**src/rtl/rr_grant_ctrl_8ch_if.sv**
```systemverilog
// rr_grant_ctrl_8ch_if: request/release handshake and grant outputs of the 8-way round-robin arbiter.
interface rr_grant_ctrl_8ch_if;
  logic [7:0] req;
  logic       done;
  logic       gnt_valid;
  logic [2:0] gnt_idx;
  logic [7:0] gnt_onehot;
  logic       timeout;
  modport master (output req, done, input gnt_valid, gnt_idx, gnt_onehot, timeout);
  modport slave (input req, done, output gnt_valid, gnt_idx, gnt_onehot, timeout);
endinterface

```
**src/rtl/rr_grant_ctrl_8ch.sv**
```systemverilog
// rr_grant_ctrl_8ch: round-robin arbiter for 8 requesters with bounded hold time and forced release.
module rr_grant_ctrl_8ch #(
  parameter int HOLD_W   = 4,
  parameter int MAX_HOLD = 15
) (
  input logic             clk,
  input logic             rst,
  rr_grant_ctrl_8ch_if.slave bus
);
  typedef enum logic {IDLE, GRANT} state_t;
  state_t            state, state_n;
  logic [2:0]        ptr, ptr_n, idx, idx_n, off, sel;
  logic [HOLD_W-1:0] hold, hold_n;
  logic [7:0]        oh, oh_n;
  logic              valid, valid_n, to, to_n;
  logic              at_max, owner_req, rel;
  // Highest priority goes to ptr; the 3-bit index sum wraps the search naturally.
  always_comb begin
    off = '0;
    for (int i = 7; i >= 0; i--) if (bus.req[ptr + 3'(i)]) off = 3'(i);
  end
  assign sel       = ptr + off;
  assign at_max    = hold == HOLD_W'(MAX_HOLD);
  assign owner_req = bus.req[idx];
  assign rel       = bus.done || !owner_req || at_max;
  always_comb begin
    state_n = state;
    ptr_n   = ptr;
    hold_n  = hold;
    idx_n   = idx;
    valid_n = 1'b0;
    oh_n    = 8'h00;
    to_n    = 1'b0;
    if (state == IDLE) begin
      if (|bus.req) begin
        state_n = GRANT;
        idx_n   = sel;
        valid_n = 1'b1;
        hold_n  = HOLD_W'(1);
        oh_n    = 8'h01 << sel;
      end
    end else if (rel) begin
      state_n = IDLE;
      ptr_n   = idx + 3'd1;
      to_n    = !bus.done && owner_req && at_max;
    end else begin
      hold_n  = hold + HOLD_W'(1);
      valid_n = 1'b1;
      oh_n    = oh;
    end
  end
  always_ff @(posedge clk or posedge rst) begin
    if (rst) begin
      state <= IDLE;
      ptr   <= '0;
      hold  <= '0;
      idx   <= '0;
      valid <= 1'b0;
      oh    <= 8'h00;
      to    <= 1'b0;
    end else begin
      state <= state_n;
      ptr   <= ptr_n;
      hold  <= hold_n;
      idx   <= idx_n;
      valid <= valid_n;
      oh    <= oh_n;
      to    <= to_n;
    end
  end
  assign bus.gnt_valid  = valid;
  assign bus.gnt_idx    = idx;
  assign bus.gnt_onehot = oh;
  assign bus.timeout    = to;
endmodule

```
**src/flat_wrapper.sv**
```systemverilog
// flat-port wrapper written by rule: the top's interface ports become plain ports
module rr_grant_ctrl_8ch_flat 
#(
  parameter int HOLD_W   = 4,
  parameter int MAX_HOLD = 15
)
  (clk, rst, bus_req, bus_done, bus_gnt_valid, bus_gnt_idx, bus_gnt_onehot, bus_timeout);
  rr_grant_ctrl_8ch_if bus_i ();
  input logic clk;
  input logic rst;
  input wire logic [$bits(bus_i.req)-1:0] bus_req;
  input wire logic [$bits(bus_i.done)-1:0] bus_done;
  output wire logic [$bits(bus_i.gnt_valid)-1:0] bus_gnt_valid;
  output wire logic [$bits(bus_i.gnt_idx)-1:0] bus_gnt_idx;
  output wire logic [$bits(bus_i.gnt_onehot)-1:0] bus_gnt_onehot;
  output wire logic [$bits(bus_i.timeout)-1:0] bus_timeout;
  assign bus_i.req = bus_req;
  assign bus_i.done = bus_done;
  assign bus_gnt_valid = bus_i.gnt_valid;
  assign bus_gnt_idx = bus_i.gnt_idx;
  assign bus_gnt_onehot = bus_i.gnt_onehot;
  assign bus_timeout = bus_i.timeout;
  rr_grant_ctrl_8ch #(.HOLD_W(HOLD_W), .MAX_HOLD(MAX_HOLD)) u_core (.clk(clk), .rst(rst), .bus(bus_i));
endmodule
```
**config.mk**
```make
export PLATFORM = sky130hd
export DESIGN_NAME = rr_grant_ctrl_8ch_flat
export DESIGN_NICKNAME = d
export VERILOG_FILES = /design/src/rtl/rr_grant_ctrl_8ch_if.sv /design/src/rtl/rr_grant_ctrl_8ch.sv /design/src/flat_wrapper.sv
export SDC_FILE = /design/constraint.sdc
export NUM_CORES = 1
export LEC_CHECK = 0
export ABC_AREA = 0
export CORE_ASPECT_RATIO = 2
export CORE_MARGIN = 10
export CORE_UTILIZATION = 45
export CTS_BUF_LIST = sky130_fd_sc_hd__clkbuf_4 sky130_fd_sc_hd__clkbuf_8 sky130_fd_sc_hd__clkbuf_16
export CTS_CLUSTER_DIAMETER = 200
export DETAILED_ROUTE_END_ITERATION = 8
export HOLD_SLACK_MARGIN = 0.02
export PLACE_DENSITY = 0.66
export SYNTH_ARGS = -nofsm -noshare
export SYNTH_HDL_FRONTEND = slang
export SYNTH_SLANG_ARGS = --single-unit
```
**constraint.sdc**
```tcl
create_clock -name clk -period 4.4 [get_ports clk]
set_clock_uncertainty 0.2 [all_clocks]
set_input_delay 0.88 -clock clk [delete_from_list [all_inputs] [get_ports clk]]
set_output_delay 0.88 -clock clk [all_outputs]
set_load 0.01 [all_outputs]
```
==> impl_metrics.json, run 1 <==
{
  "drc": 0,
  "final_period_minus_worst_setup_slack_ns": 4.13,
  "diodes": 0,
  "internal_power_uw": 1010,
  "critPathMaxFanout": 7,
  "cp.required_ns": 4.40,
  "post_drt_wl_per_cell_um": 17.3,
  "routed_wl_mm": 4.36,
  "synthesis.nets": 188,
  "clk_pin_slew_worst_paths_ns": 0.07,
  "cts_tree": "built",
  "clkPwrFrac": 0.074,
  "coreArea_mm2": 0.00380,
  "final.period_utilization": 0.939,
  "postCtsSetupBuffers": 0,
  "clkSinkCount": 20,
  "cts-resized-gates": 0,
  "htreeDepth": 1,
  "switching_share": 0.460,
  "die_y_um": 108,
  "rsz0062_at_grt": "no",
  "postCtsHoldBufs": 0,
  "die_area_mm2": 0.00692,
  "seqPwrFrac": 0.170,
  "gp_congestion": 0.832,
  "synth-main-ff-cell": "dfrtp_1",
  "setup_viol": 0,
  "combPwrFrac": 0.756,
  "hold_class": "flip-flop to flip-flop",
  "vias": 1503,
  "tightest_slew_ns": 0.748,
  "nets": 219,
  "cts_root_buffer": "clkbuf_8",
  "insertion_delay_ns": 0.26,
  "async_flop_share": 1.00,
  "ant_nets": 0,
  "vias_per_cell": 5.96,
  "area_growth_pct": 20.9,
  "start_util": 0.459,
  "synth_cells": 171,
  "arrival_ns": 4.13,
  "syn_area_mm2": 0.00174,
  "clk_path_buf_depth": 2,
  "switchingPower_uw": 863,
  "p_per_area_mw_per_mm2": 890,
  "setup.worst_path.end_class": "flip-flop",
  "timing.hold.ws_ns": 0.304,
  "fp-row-count": 32,
  "antenna_found_initial": 0,
  "peakVddDrop_uv": 550,
  "die_w_um": 64.0,
  "worstSetupPathType": "primary input to flip-flop",
  "dr.first_iter.drc_count": 47,
  "port_buffers": 23,
  "slew_violations": 0,
  "overflow": 0,
  "drive_gt1_frac": 0.159,
  "synth-seq-cells": 20,
  "track_usage": 0.133,
  "yosys.cell_types.count": 40,
  "grt_pass1_vias": 1542,
  "hold_viol_final": 0,
  "leakagePower_uw": 0.000918,
  "relSlewSlack": 0.501,
  "outcome": "finished clean",
  "dp_hpwl_mm": 3.61,
  "grt_pass1_wl_mm": 7.40,
  "timing.fmax_ghz": 0.242,
  "synth-edff-count": 0,
  "setup_tns_ns": 0,
  "fin_util": 0.554,
  "total_power_uw": 1880,
  "cts_buffers": 3,
  "grt_max_degree": 21,
  "ys_seq_area_frac": 0.287,
  "maxCapViolCount": 0,
  "yosys_warnings": 0,
  "drt_pre_antenna_iters": 4,
  "startpoint_type": "primary input",
  "syn_avg_cell_area_um2": 10.2,
  "ioPinCount": 24
}
## cell usage after synthesis, types with 3 or more instances
master   instances  area share
mux2_2           3       0.019
dfrtp_1         20        0.29
nor2_1          17       0.037
nand2_1         16       0.034
buf_6            3       0.019
o21ai_0         13       0.037
ha_1             5       0.036
mux2i_1          5       0.029
inv_1            7       0.015
a21oi_1          5       0.014
mux4_2           4       0.052
xor2_1           6       0.030
and2b_2          3       0.015
mux4_1           9        0.14
nand3_1         21       0.060
a31oi_1          3       0.011
## worst max-delay path, stage by stage
cell and delay (ns):
clkdlybuf4s50_1 0.52, mux4_1 0.63, mux2_2 0.32, o21ai_0 0.08, a21oi_1 0.08, o21bai_1 0.14, a22oi_1 0.08, ha_1 0.18
inv_1 0.06, fa_1 0.43, or3_1 0.39, nor2_1 0.13, nand3_1 0.10, nand3_1 0.11
## through the flow
step / setup WS, ns / instances / instance area, um^2
2_1_floorplan: 0.591 / 171 / 1740
3_3_place_gp: 0.113 / 248 / 2050
3_5_place_dp: 0.0154 / 248 / 2050
4_1_cts: 0.272 / 252 / 2110
5_1_grt: 0.0785 / 252 / 2110
6_report: 0.267 / 252 / 2110
## cells in the final DEF (no fill, tap or decap), drive strengths merged, types with 2 or more instances in the layout
| cell | instances |
|---|---|
| mux4 | 13 |
| or2b | 2 |
| clkbuf | 4 |
| nand3 | 21 |
| dfrtp | 20 |
| nor2b | 2 |
| nor2 | 17 |
| ha | 5 |
| nor4 | 2 |
| and3 | 2 |
| o2111a | 2 |
| and2b | 3 |
| o21bai | 2 |
| clkdlybuf4s50 | 23 |
| o2111ai | 2 |
| mux2i | 5 |
| buf | 8 |
| a21o | 2 |
| a31oi | 3 |
| mux2 | 4 |
| xor2 | 6 |
| o21ai | 14 |
| a21oi | 5 |
| inv | 7 |
| nand2 | 16 |
## path summary, 6_finish.rpt
path                                           from                       end  slack [ns]  depth (start not counted)
setup / recovery                         bus_req[1]  u_core.bus.gnt_onehot[6]        0.27                         14
hold / removal             u_core.bus.gnt_onehot[1]  u_core.bus.gnt_onehot[1]        0.30                          2
setup reg to reg                      u_core.ptr[1]  u_core.bus.gnt_onehot[4]        0.46                         14
hold reg to reg            u_core.bus.gnt_onehot[1]  u_core.bus.gnt_onehot[1]        0.30                          2
max in group asynchronous                       rst            u_core.hold[1]        2.68                          2
min in group asynchronous                       rst  u_core.bus.gnt_onehot[3]        0.85                          2
## kinds of logic (layout without fill, tap and decap cells)
family / after synthesis / in the layout / synth area share
compound gates: 34 / 34 / 0.147
mux: 22 / 22 / 0.244
buf+inv: 12 / 42 / 0.0409
flops: 20 / 20 / 0.287
simple gates: 70 / 70 / 0.199
xor+xnor: 7 / 7 / 0.0352
fa+ha+maj: 6 / 6 / 0.0473
## layer usage
layer | global-route usage | share of wire
met3 | 0.0124 | 0.022
met5 | 0 | 0
met2 | 0.272 | 0.60
met4 | 0.0597 | 0.023
met1 | 0.124 | 0.35
## final cells by class
type | instances | area, um^2
Timing Repair Buffer | 31 | 290
Inverter | 7 | 26.3
Clock buffer | 4 | 55.1
Multi-Input combinational cell | 139 | 1170
Tap cell | 51 | 63.8
Sequential cell | 20 | 500
Fill cell | 332 | 1700
## power by group through the flow
stage | clock network, uW | registers [uW] | logic [uW]
after global routing | 153 | 333 | 1560
after detailed placement | 0 | 324 | 1410
after CTS | 145 | 321 | 1420
after global placement | 0 | 321 | 1360
final | 139 | 320 | 1420
after floorplan | 0 | 313 | 1050
## state kept, by name, summed over array words and instances (netlist names)
signal                 cells
u_core.ptr                 3
u_core.bus.gnt_idx         3
u_core.hold                4
u_core.state               1
u_core.bus.gnt_onehot      8
u_core.bus.timeout         1
Power figures use the tool's default switching activity.
==> run 2, diff against run 1 <==
- CORE_ASPECT_RATIO: 2 -> not set
- CTS_BUF_LIST: sky130_fd_sc_hd__clkbuf_4 sky130_fd_sc_hd__clkbuf_8 sky130_fd_sc_hd__clkbuf_16 -> not set
- MAX_ROUTING_LAYER: not set -> met4
==> run 2 against run 1 <==
Flip-flop and latch count did not move; die area decreased by 2.2%; maximum frequency is 0.14% higher; sequential power about the same; critical path type unchanged; critical endpoint is now u_core.bus.gnt_onehot[2]; register-to-register slack got worse by 0.03 ns; clock-buffer cell count is 1 lower; clock power fell by 17%; largest cell class unchanged; largest power group unchanged.
==> impl_metrics.json, run 2 (same netlist as run 1, synthesis figures left out) <==
{
  "worstReg2RegEnd": "u_core.bus.gnt_onehot[2]",
  "nets": 218,
  "cp.required_ns": 4.39,
  "clkSinkCount": 20,
  "rrSetupSlack_ns": 0.43,
  "dr.first_iter.drc_count": 170,
  "rsz0062_at_grt": "no",
  "worstHoldStart": "u_core.bus.gnt_onehot[5]",
  "relSlewSlack": 0.504,
  "ioPinCount": 24,
  "clk_pin_slew_worst_paths_ns": 0.07,
  "routed_wl_mm": 4.39,
  "drt_pre_antenna_iters": 4,
  "fp-row-count": 22,
  "hold_viol_final": 0,
  "outcome": "finished clean",
  "clk_path_buf_depth": 2,
  "final.period_utilization": 0.938,
  "critPathMaxFanout": 6,
  "setup.worst_path.end_class": "flip-flop",
  "hold_class": "flip-flop to flip-flop",
  "cts_buffers": 3,
  "dp_hpwl_mm": 3.38,
  "start_util": 0.469,
  "arrival_ns": 4.11,
  "num-fill-cells": 332,
  "whs_path_depth": 2,
  "ant_nets": 0,
  "seqCellArea_um2": 500,
  "grt_pass1_vias": 1603,
  "maxCapViolCount": 0,
  "die_y_um": 82.3,
  "whs_endpoint": "u_core.bus.gnt_onehot[5]",
  "final_cell_mix": "nand3_1 (21), dfrtp_1 (20), clkdlybuf4s50_1 (19), nor2_1 (17), nand2_1 (16)",
  "setup_viol": 0,
  "overflow": 0,
  "htreeDepth": 1,
  "cts_root_buffer": "clkbuf_8",
  "worstSetupPathType": "primary input to flip-flop",
  "area_growth_pct": 20.9,
  "postCtsSetupBuffers": 0,
  "rr_worst_depth": 14,
  "drc": 0,
  "vias_per_cell": 6.13,
  "leakagePower_uw": 0.000951,
  "track_usage": 0.146,
  "vias": 1513,
  "crit_chain": "clkdlybuf4s50_1 -> mux2i_1 -> mux4_1 -> a211o_1 -> a22oi_1 -> ha_1 -> inv_1 -> fa_1 -> or3_1 -> nor2_1 -> nand3_1 -> nand3_1",
  "diodes": 0,
  "tightest_slew_ns": 0.744,
  "fin_ws_ns": 0.273,
  "antenna_found_initial": 0,
  "placed_cell_area_mm2": 0.00204,
  "slew_violations": 0,
  "final_period_minus_worst_setup_slack_ns": 4.13,
  "largest_reg_flops": 8,
  "port_buffers": 23,
  "grt_max_degree": 21,
  "dpl_worst_slack_ns": -0.158,
  "cts_tree": "built",
  "die_area_mm2": 0.00677,
  "slowest_stage": "mux4_1",
  "final_common_cell": "nand3_1",
  "coreArea_mm2": 0.00372,
  "grt_pass1_wl_mm": 7.73,
  "max_stage_delay_ns": 0.58,
  "multiInputGateArea_mm2": 0.00119,
  "reg2reg_from": "u_core.ptr[1]",
  "die_w_um": 82.3,
  "startpoint_type": "primary input",
  "fin_util": 0.567,
  "peakVddDrop_uv": 373,
  "fin_area_mm2": 0.00211,
  "timing.fmax_ghz": 0.242,
  "drive_gt1_frac": 0.161,
  "cpMostUsedCell": "nand3_1",
  "insertion_delay_ns": 0.25,
  "gp_congestion": 0.892,
  "post_drt_wl_per_cell_um": 17.8,
  "p_per_area_mw_per_mm2": 886
}
==> run 2: critical path: cells and delay by family <==
family,cells,cell delay [ns]
AO/OA/AOI/OAI,2,0.51
multiplexers,2,0.74
adder cells (fa/ha/maj),2,0.63
AND/OR/NAND/NOR,4,0.77
buffers and inverters,2,0.59
==> run 2: stage by stage <==
step	instances	hold slack (ns)	setup TNS (ns)	total power [uW]
floorplan	171	0.285	0	1360
global placement	244	0.284	0	1660
detailed placement	244	0.279	-0.702	1720
CTS	247	0.298	0	1840
global route	247	0.314	0	2050
finish	247	0.294	0	1870
==> run 2: timing repair <==
action,in CTS,in global routing
hold endpoints to repair,0,0
endpoints found under the setup margin,0,9
resized for setup,0,6
hold buffers,0,0
==> run 2: where the power goes <==
group | leakage [uW] | internal, uW | switching, uW
sequential | 0.000255 | 245 | 78.1
combinational | 0.000674 | 692 | 736
clock | 0.0000216 | 60.8 | 54.9
total | 0.000951 | 998 | 869
==> run 2: area by class of cell <==
class | count | area share
clock buffers | 3 | 0.0196
flip-flops and latches | 20 | 0.237
well taps | 48 | 0.0285
inverters | 7 | 0.0125
repair buffers | 30 | 0.139
multi-input cells | 139 | 0.563
==> run 2: worst max path at each step <==
stage | depth (start not counted) | slack [ns] | start | end
2_1_floorplan | 17 | 0.59 | u_core.ptr[0] | u_core.bus.gnt_onehot[6]
3_3_place_gp | 12 | 0.01 | bus_req[2] | u_core.bus.gnt_onehot[4]
3_5_place_dp | 12 | -0.16 | bus_req[2] | u_core.bus.gnt_onehot[4]
4_1_cts | 12 | 0.1 | bus_req[2] | u_core.bus.gnt_onehot[4]
5_1_grt | 15 | 0.06 | bus_req[5] | u_core.bus.gnt_onehot[7]
6_report | 12 | 0.27 | bus_req[7] | u_core.bus.gnt_onehot[2]
==> run 2: metal layers <==
layer,routed length [um],GRT usage
met5,0,-
met4,51,0.0459
met3,160,0.0140
met2,2400,0.250
met1,1780,0.178
